File: src/rtl/wb_arb2_pkg.sv
// Shared constants for the two-master Wishbone arbiter: grant state encoding and timeout width.
package wb_arb2_pkg;

   typedef logic [1:0] state_t;

   localparam state_t IDLE = 2'b00;
   localparam state_t GNT0 = 2'b01;
   localparam state_t GNT1 = 2'b10;

   localparam int unsigned CNT_W = 8;

endpackage

File: src/rtl/wb_arb2_rr.sv
// Round-robin grant FSM: owns the state and last-granted registers and computes the next grant.
module wb_arb2_rr
   import wb_arb2_pkg::*;
(
   input  logic   clk,
   input  logic   rst_n,
   input  logic   m0_cyc,
   input  logic   m1_cyc,
   output state_t state,
   output state_t state_next
);

   state_t state_q, state_d;
   // last_q = 1 means m1 owned the bus most recently, so m0 wins the next tie
   logic   last_q, last_d;

   always_comb begin
      state_d = state_q;
      last_d  = last_q;
      case (state_q)
         IDLE: begin
            if (m0_cyc && m1_cyc) state_d = last_q ? GNT0 : GNT1;
            else if (m0_cyc)      state_d = GNT0;
            else if (m1_cyc)      state_d = GNT1;
         end
         GNT0: begin
            if (!m0_cyc) begin
               last_d  = 1'b0;
               state_d = m1_cyc ? GNT1 : IDLE;
            end
         end
         GNT1: begin
            if (!m1_cyc) begin
               last_d  = 1'b1;
               state_d = m0_cyc ? GNT0 : IDLE;
            end
         end
         default: state_d = IDLE;
      endcase
   end

   always_ff @(posedge clk or negedge rst_n) begin
      if (!rst_n) begin
         state_q <= IDLE;
         last_q  <= 1'b1;
      end else begin
         state_q <= state_d;
         last_q  <= last_d;
      end
   end

   assign state      = state_q;
   assign state_next = state_d;

endmodule

File: src/rtl/wb_arb2.sv
// Two-master Wishbone arbiter in front of a single shared slave.
// Optional stall timeout with error abort is enabled by defining WB_ARB2_TIMEOUT_EN.
module wb_arb2
   import wb_arb2_pkg::*;
#(
   parameter int unsigned dat_width      = 32,
   parameter int unsigned adr_width      = 32,
   parameter int unsigned timeout_cycles = 255
) (
   input  logic                   clk,
   input  logic                   rst_n,

   input  logic                   m0_cyc_i,
   input  logic                   m0_stb_i,
   input  logic                   m0_we_i,
   input  logic [adr_width-1:0]   m0_adr_i,
   input  logic [dat_width-1:0]   m0_dat_i,
   input  logic [dat_width/8-1:0] m0_sel_i,
   output logic [dat_width-1:0]   m0_dat_o,
   output logic                   m0_ack_o,
   output logic                   m0_err_o,

   input  logic                   m1_cyc_i,
   input  logic                   m1_stb_i,
   input  logic                   m1_we_i,
   input  logic [adr_width-1:0]   m1_adr_i,
   input  logic [dat_width-1:0]   m1_dat_i,
   input  logic [dat_width/8-1:0] m1_sel_i,
   output logic [dat_width-1:0]   m1_dat_o,
   output logic                   m1_ack_o,
   output logic                   m1_err_o,

   output logic                   s_cyc_o,
   output logic                   s_stb_o,
   output logic                   s_we_o,
   output logic [adr_width-1:0]   s_adr_o,
   output logic [dat_width-1:0]   s_dat_o,
   output logic [dat_width/8-1:0] s_sel_o,
   input  logic [dat_width-1:0]   s_dat_i,
   input  logic                   s_ack_i,

   output logic [1:0]             grant_o
);

   localparam logic [CNT_W-1:0] TO_LIM = CNT_W'(timeout_cycles);

   state_t state, state_next;
   logic   gnt0, gnt1, stb_raw;

   wb_arb2_rr u_rr (
      .clk        (clk),
      .rst_n      (rst_n),
      .m0_cyc     (m0_cyc_i),
      .m1_cyc     (m1_cyc_i),
      .state      (state),
      .state_next (state_next)
   );

   assign gnt0    = (state == GNT0);
   assign gnt1    = (state == GNT1);
   assign grant_o = {gnt1, gnt0};

   // Idle routes master 0 so the slave sees stable address/data
   assign s_adr_o = gnt1 ? m1_adr_i : m0_adr_i;
   assign s_dat_o = gnt1 ? m1_dat_i : m0_dat_i;
   assign s_sel_o = gnt1 ? m1_sel_i : m0_sel_i;
   assign s_we_o  = gnt1 ? m1_we_i  : m0_we_i;
   assign s_cyc_o = (gnt0 & m0_cyc_i) | (gnt1 & m1_cyc_i);
   assign stb_raw = (gnt0 & m0_cyc_i & m0_stb_i) | (gnt1 & m1_cyc_i & m1_stb_i);

   assign m0_dat_o = s_dat_i;
   assign m1_dat_o = s_dat_i;

   // Gating with cyc drops late acks that arrive after the owner released
   assign m0_ack_o = gnt0 & m0_cyc_i & s_ack_i;
   assign m1_ack_o = gnt1 & m1_cyc_i & s_ack_i;

`ifdef WB_ARB2_TIMEOUT_EN
   logic [CNT_W-1:0] cnt_q, cnt_d;
   logic             abort;

   // Abort only without an ack in the same cycle, so ack and err never coincide
   assign abort = stb_raw & ~s_ack_i & (cnt_q == TO_LIM);

   always_comb begin
      cnt_d = cnt_q;
      if (state == IDLE || state_next != state || s_ack_i || abort) cnt_d = '0;
      else if (stb_raw)                                             cnt_d = cnt_q + 1'b1;
   end

   always_ff @(posedge clk or negedge rst_n) begin
      if (!rst_n) cnt_q <= '0;
      else        cnt_q <= cnt_d;
   end

   assign s_stb_o  = stb_raw & ~abort;
   assign m0_err_o = gnt0 & abort;
   assign m1_err_o = gnt1 & abort;
`else
   logic unused_cfg;

   assign unused_cfg = ^{state_next, TO_LIM};
   assign s_stb_o    = stb_raw;
   assign m0_err_o   = 1'b0;
   assign m1_err_o   = 1'b0;
`endif

endmodule
File: config.mk
export PLATFORM = sky130hd
export DESIGN_NAME = wb_arb2
export DESIGN_NICKNAME = d
export VERILOG_FILES = /design/src/rtl/wb_arb2_pkg.sv /design/src/rtl/wb_arb2_rr.sv /design/src/rtl/wb_arb2.sv
export SDC_FILE = /design/constraint.sdc
export NUM_CORES = 1
export LEC_CHECK = 0
export BUFFER_PORTS_ARGS = -buffer_cell sky130_fd_sc_hd__buf_2
export CORE_AREA = 4 4 120 122
export CTS_BUF_LIST = sky130_fd_sc_hd__clkbuf_16
export DETAILED_ROUTE_END_ITERATION = 8
export DIE_AREA = 0 0 124 126
export PLACE_DENSITY = 0.58
export SYNTH_ARGS = -nofsm -noshare
export SYNTH_HDL_FRONTEND = slang
export SYNTH_SLANG_ARGS = --single-unit
File: constraint.sdc
create_clock -name clk -period 3.2 [get_ports clk]
set_input_delay 0.48 -clock clk [delete_from_list [all_inputs] [get_ports clk]]
set_output_delay 0.48 -clock clk [all_outputs]
set_load 0.02 [all_outputs]
[Word-level counts from Yosys, hierarchy flattened]
Index checks and enable logic that the tools add are counted.
Cells by class
  eq/ne operators: 5
  multiplexer cells: 16
  bitwise gates (word level): 8
  reduce and logical (&&, ||, !) cells: 5
Operator list (number)
  $mux 32: 2
  $mux 2: 7
  $and 1x1->1: 6
  $pmux 2 s3: 1
  $reduce_and 3->1: 2
  $mux 1: 4
  $mux 4: 1
  $ne 2x2->1 const B: 2
  $ne 4x3->1 const B: 1
  $eq 2x1->1 const B: 1
  $eq 2x2->1 const B: 1
  $logic_not 2->1: 1
  $or 1x1->1: 2
  $pmux 1 s2: 1
  $reduce_bool 2->1: 1
  $logic_and 1x1->1: 1
Storage, ports and cells
  register bits after elaboration: 3
  input bits: 177
  output and inout bits: 141
  logic and storage cells: 36

[Logic depth before layout (Yosys ltp)]
  depth after elaboration: 4
  mapped depth: 5
  depth with buffers taken out: 3

[Modules after synthesis]
Synthesis repeated with hierarchy kept, for this count alone.
Second synthesis, totals
  cells, all modules: 170
  area total of the unflattened synthesis: 1910.6 µm²
By module, submodules not included
  wb_arb2: times used 1, cells an instance 156, area an instance 1778.0 µm², sequential area each 0.0 µm²
  wb_arb2_rr: times used 1, cells an instance 14, area an instance 132.6 µm², sequential area each 76.3 µm²

[Worst setup path after synthesis]
OpenSTA, ideal clock, no wires.
  path kind: register to output
  start point: register u_rr.state_q[0] (netlist: u_rr.state[0])
  end point: output port s_adr_o[0]
  arrival: 1222 ps
  data required time: 2720 ps
  slack: 1498 ps
  stages on the path, launching flop included: 5
  buffers on the path: 2
  cell sequence: dfrtp_1 > nor2b_2 > buf_12 > buf_12 > mux2_4
Between the ends
  cells in the longest elaborated chain, start to end: 2
Ends and longest elaborated chain
  start, declared: RTL line wb_arb2_rr.sv:13  | state_t state_q, state_d;
  start signal, assigned: RTL line wb_arb2_rr.sv:47  | state_q <= state_d;
  $eq 2x2->1: RTL line wb_arb2.sv:60  | assign gnt1 = (state == GNT1);
  $mux 32: RTL line wb_arb2.sv:64  | assign s_adr_o = gnt1 ? m1_adr_i : m0_adr_i;
  end, declared: RTL line wb_arb2.sv:36  | output logic [adr_width-1:0] s_adr_o,
Every way passes these cells.

[Worst setup path in the final report]
  start point: register u_rr.state_q[0] (netlist: u_rr.state[0])
  end point: output port s_we_o
Between the ends
  cells in the longest elaborated chain, start to end: 2
Ends and longest elaborated chain
  $eq 2x2->1: RTL line wb_arb2.sv:60
  $mux 1: RTL line wb_arb2.sv:67  | assign s_we_o = gnt1 ? m1_we_i : m0_we_i;
  end, declared: RTL line wb_arb2.sv:35  | output logic s_we_o,
Every way passes these cells.

==> impl_summary.md <==
Status
The flow ran to the end, and the final reports show no timing, DRC or antenna violations.

Floorplan
The number of standard-cell rows in the floorplan is 42. The count of boundary I/O pins is 318. The effective utilization at floorplan is 0.1429. In this run the standard cell core region covers about 13,000 um2.

The die area is between 15,000 and 20,000 um2. The floorplan die height is 126 um. The overall die width is 124 um.

STA
The final count of hold timing violations is 0. The post-route worst hold slack is 0.04337 ns. The clock skew is 0.001846 ns.

For this run, the top clock speed supported by timing is 0.4444 GHz. The share of the clock period used by the worst path after layout is 0.7032. Setup repair after global routing left no endpoint under its margin. Setup violations remaining at the end of the flow were counted as 0. The count of pins over their slew limit came to 0. The summed negative setup slack over all endpoints is 0 ns. The final critical delay including setup and external delays is around 2.3 ns.

Detailed routing
The detailed router finished its first iteration with 19 violations. The via-per-instance ratio is ~3.4. The first-pass detailed-route iteration total is 4. The count of vias placed by the detailed router is approximately 1,700.

The count of unresolved DRC violations after routing is 0. The routed design has between 7000 and 8000 um of wire. The count of antenna-violating nets left after detailed routing is 0.

The average wire per cell in the routed design is between 10 and 15 um.

Synth
The most common cell in the synthesized netlist is sky130_fd_sc_hd__buf_4. The share of synthesized area in the top cell type comes to 0.5259. The count of state elements after synthesis is 3. After technology mapping, the gate count stands at approximately 170. The number of synthesized flops with an enable pin is 0. A synthesized cell averages between 10 and 15 um2.

The number of synthesis warnings is 0. The share of flip-flops with an asynchronous set or reset is 1.000. In this run, distinct cell masters in the synthesized netlist total 19.

The cell area after synthesis is 1884 um2. The share of the Yosys chip area taken by registers is 0.04050. In the synthesized netlist the dominant register cell turns out to be sky130_fd_sc_hd__dfrtp_1. Ranked by total cell area, the synthesized netlist is headed by sky130_fd_sc_hd__mux2_4 53%, sky130_fd_sc_hd__buf_4 27%, sky130_fd_sc_hd__buf_12 8.5%. The biggest area consumer among synthesized cells is sky130_fd_sc_hd__mux2_4. Counting instances in the post-synthesis netlist gives the leading cell types as 68 x sky130_fd_sc_hd__buf_4, 66 x sky130_fd_sc_hd__mux2_4, 8 x sky130_fd_sc_hd__buf_12.

Critical path
The worst setup path is of the flip-flop to output pin kind. STA classifies the critical path endpoint as an output pin. For this run, the slowest stage of the critical path takes between 0.4 and 0.5 ns.

The launch point of the worst reg-to-reg path is u_rr.last_q. The endpoint of the worst-slack reg-to-reg timing path is u_rr.state[1]. The maximum fanout encountered on the critical timing path is 57. The worst setup path is launched from a flip-flop.

For the worst setup path, the data required time is around 2.7 ns. The worst reg-to-reg setup slack is 2.19 ns. The master of the slowest instance on the critical path is sky130_fd_sc_hd__dfrtp_1. Counting cells, the worst reg-to-reg path comes to 3. The data arrival at the endpoint of the critical path is around 1.8 ns.

The signal on the critical path passes through nor2b_4, buf_12, mux2_2, buf_2. Counting both buffers and inverters, the worst setup path holds a total of 2. The cell family contributing the most delay on the critical path is buffers and inverters.

Clock network
The number of gates resized after CTS was 0. The number of levels in the clock H-tree is 1. The number of buffers inserted for hold repair after clock tree synthesis is 0. In this run the deepest clock path goes through 2 buffers. TritonCTS built the clock tree. The tree is rooted in a sky130_fd_sc_hd__clkbuf_16.

The post-CTS repair timing setup buffer count is 0. The number of CTS-inserted buffers is 3. The tree built by TritonCTS fans out to 3 sinks. The clock-pin slew of the registers on the worst-case setup and hold paths is about 0.030 ns. The source-to-sink clock delay at the later pin of the worst-skew pair is 0.22 ns.

Flow run
Across the run, the number of max-cap violations was 0.

Power and ir drop
The worst-case IR drop observed on VDD is roughly 0.14 mV. The power density normalized to cell area is 430.8 nW/um2. In this run the static leakage power is 1.518 nW. Overall power consumption after layout is estimated at 1.141 mW.

GRT
The global-route wire length before repair is about 9300 um. The pin count of the biggest net entering global routing is 58. The number of global-route vias before repair is 1,693. For this run, the total global-route usage over all layers was measured as 0.07821. The final global-route overflow total is 0. The number of antenna violations at the first check in global routing is 0.

Cells and area
The final core utilization is 0.2007. For this run, the post-layout net count is ~500. The area added between synthesis and finish is 40.50%. Of the cells placed in the final design, the portion with a size suffix greater than 1 is 0.9308. The finished layout holds 495 standard cells, fillers aside.

Placement
The number of cells after detailed placement is 490. Input and output buffers added on the ports amount to 219. Routability-driven placement finished with a final weighted congestion of 0.6865. The wire-length estimate of the detail-placed layout is 6516 um.

Worst hold path
The worst hold path belongs to the class input pin to asynchronous set/reset pin.
stage by stage:
step	area, um2	worst slack [ns]
final	2648	0.9498
after global routing	2645	0.8732
after CTS	2645	0.9252
after detailed placement	2566	1.163
after global placement	2566	1.192
after floorplan	1888	1.498
layout make-up:
type / instances / area, um2
Clock inverter: 1 / 3.754
Multi-Input combinational cell: 89 / 1142
Antenna cell: 1 / 2.502
Tap cell: 176 / 220.2
Clock buffer: 3 / 75.07
Inverter: 1 / 3.754
Timing Repair Buffer: 221 / 1124
Fill cell: 1455 / 10540
Sequential cell: 3 / 76.32
cell usage in the layout, fill, tap and decap left out, drive strengths merged:
cell type  instances
mux2              69
nand3              2
and3               2
and2               2
o21ai              2
clkbuf             3
and2b              1
nor2b              2
o22ai              2
nand2              2
buf              221
dfrtp              2
inv                2
diode              1
a22o               1
conb               2
dfstp              1
nor2               2
how the worst max path moves through the flow:
stage	start	cells after the start	slack, ns	end
after detailed placement	u_rr.state[1]	4	1.16	s_we_o
final	u_rr.state[0]	4	0.95	s_we_o
after CTS	u_rr.state[0]	4	0.93	s_we_o
after global placement	u_rr.state[0]	4	1.19	s_we_o
after global routing	u_rr.state[1]	4	0.87	s_we_o
after floorplan	u_rr.state[0]	4	1.50	s_adr_o[0]
metal layers:
layer	global-route usage	vias to the layer above	part of all wire
li1	-	808	-
met1	0.07288	742	0.33
met2	0.1546	101	0.51
met3	0.02152	40	0.13
met4	0.03286	0	0.033
met5	0	-	0
cell families (layout without fill, tap and decap cells):
| logic type | after synthesis | after routing | synth area share |
|---|---|---|---|
| AND/OR/NAND/NOR | 13 | 13 | 0.03918 |
| flip-flops | 3 | 3 | 0.04051 |
| other | 1 | 3 | 0.001990 |
| buffers and inverters | 77 | 226 | 0.3579 |
| multiplexers | 69 | 69 | 0.5438 |
| AO/OA/AOI/OAI | 5 | 5 | 0.01660 |
where the power goes:
part	internal (mW)	leakage (nW)	switching [mW]
sequential	0.0550	0.0357	0.0157
clock	0.161	0.0423	0.0349
combinational	0.433	1.44	0.441
total	0.649	1.52	0.491
registers in the layout (all words and copies together), names as in the netlist:
| name | cells |
|---|---|
| u_rr.last_q | 1 |
| u_rr.state | 2 |
No activity file was read; power rests on OpenSTA's default activity.
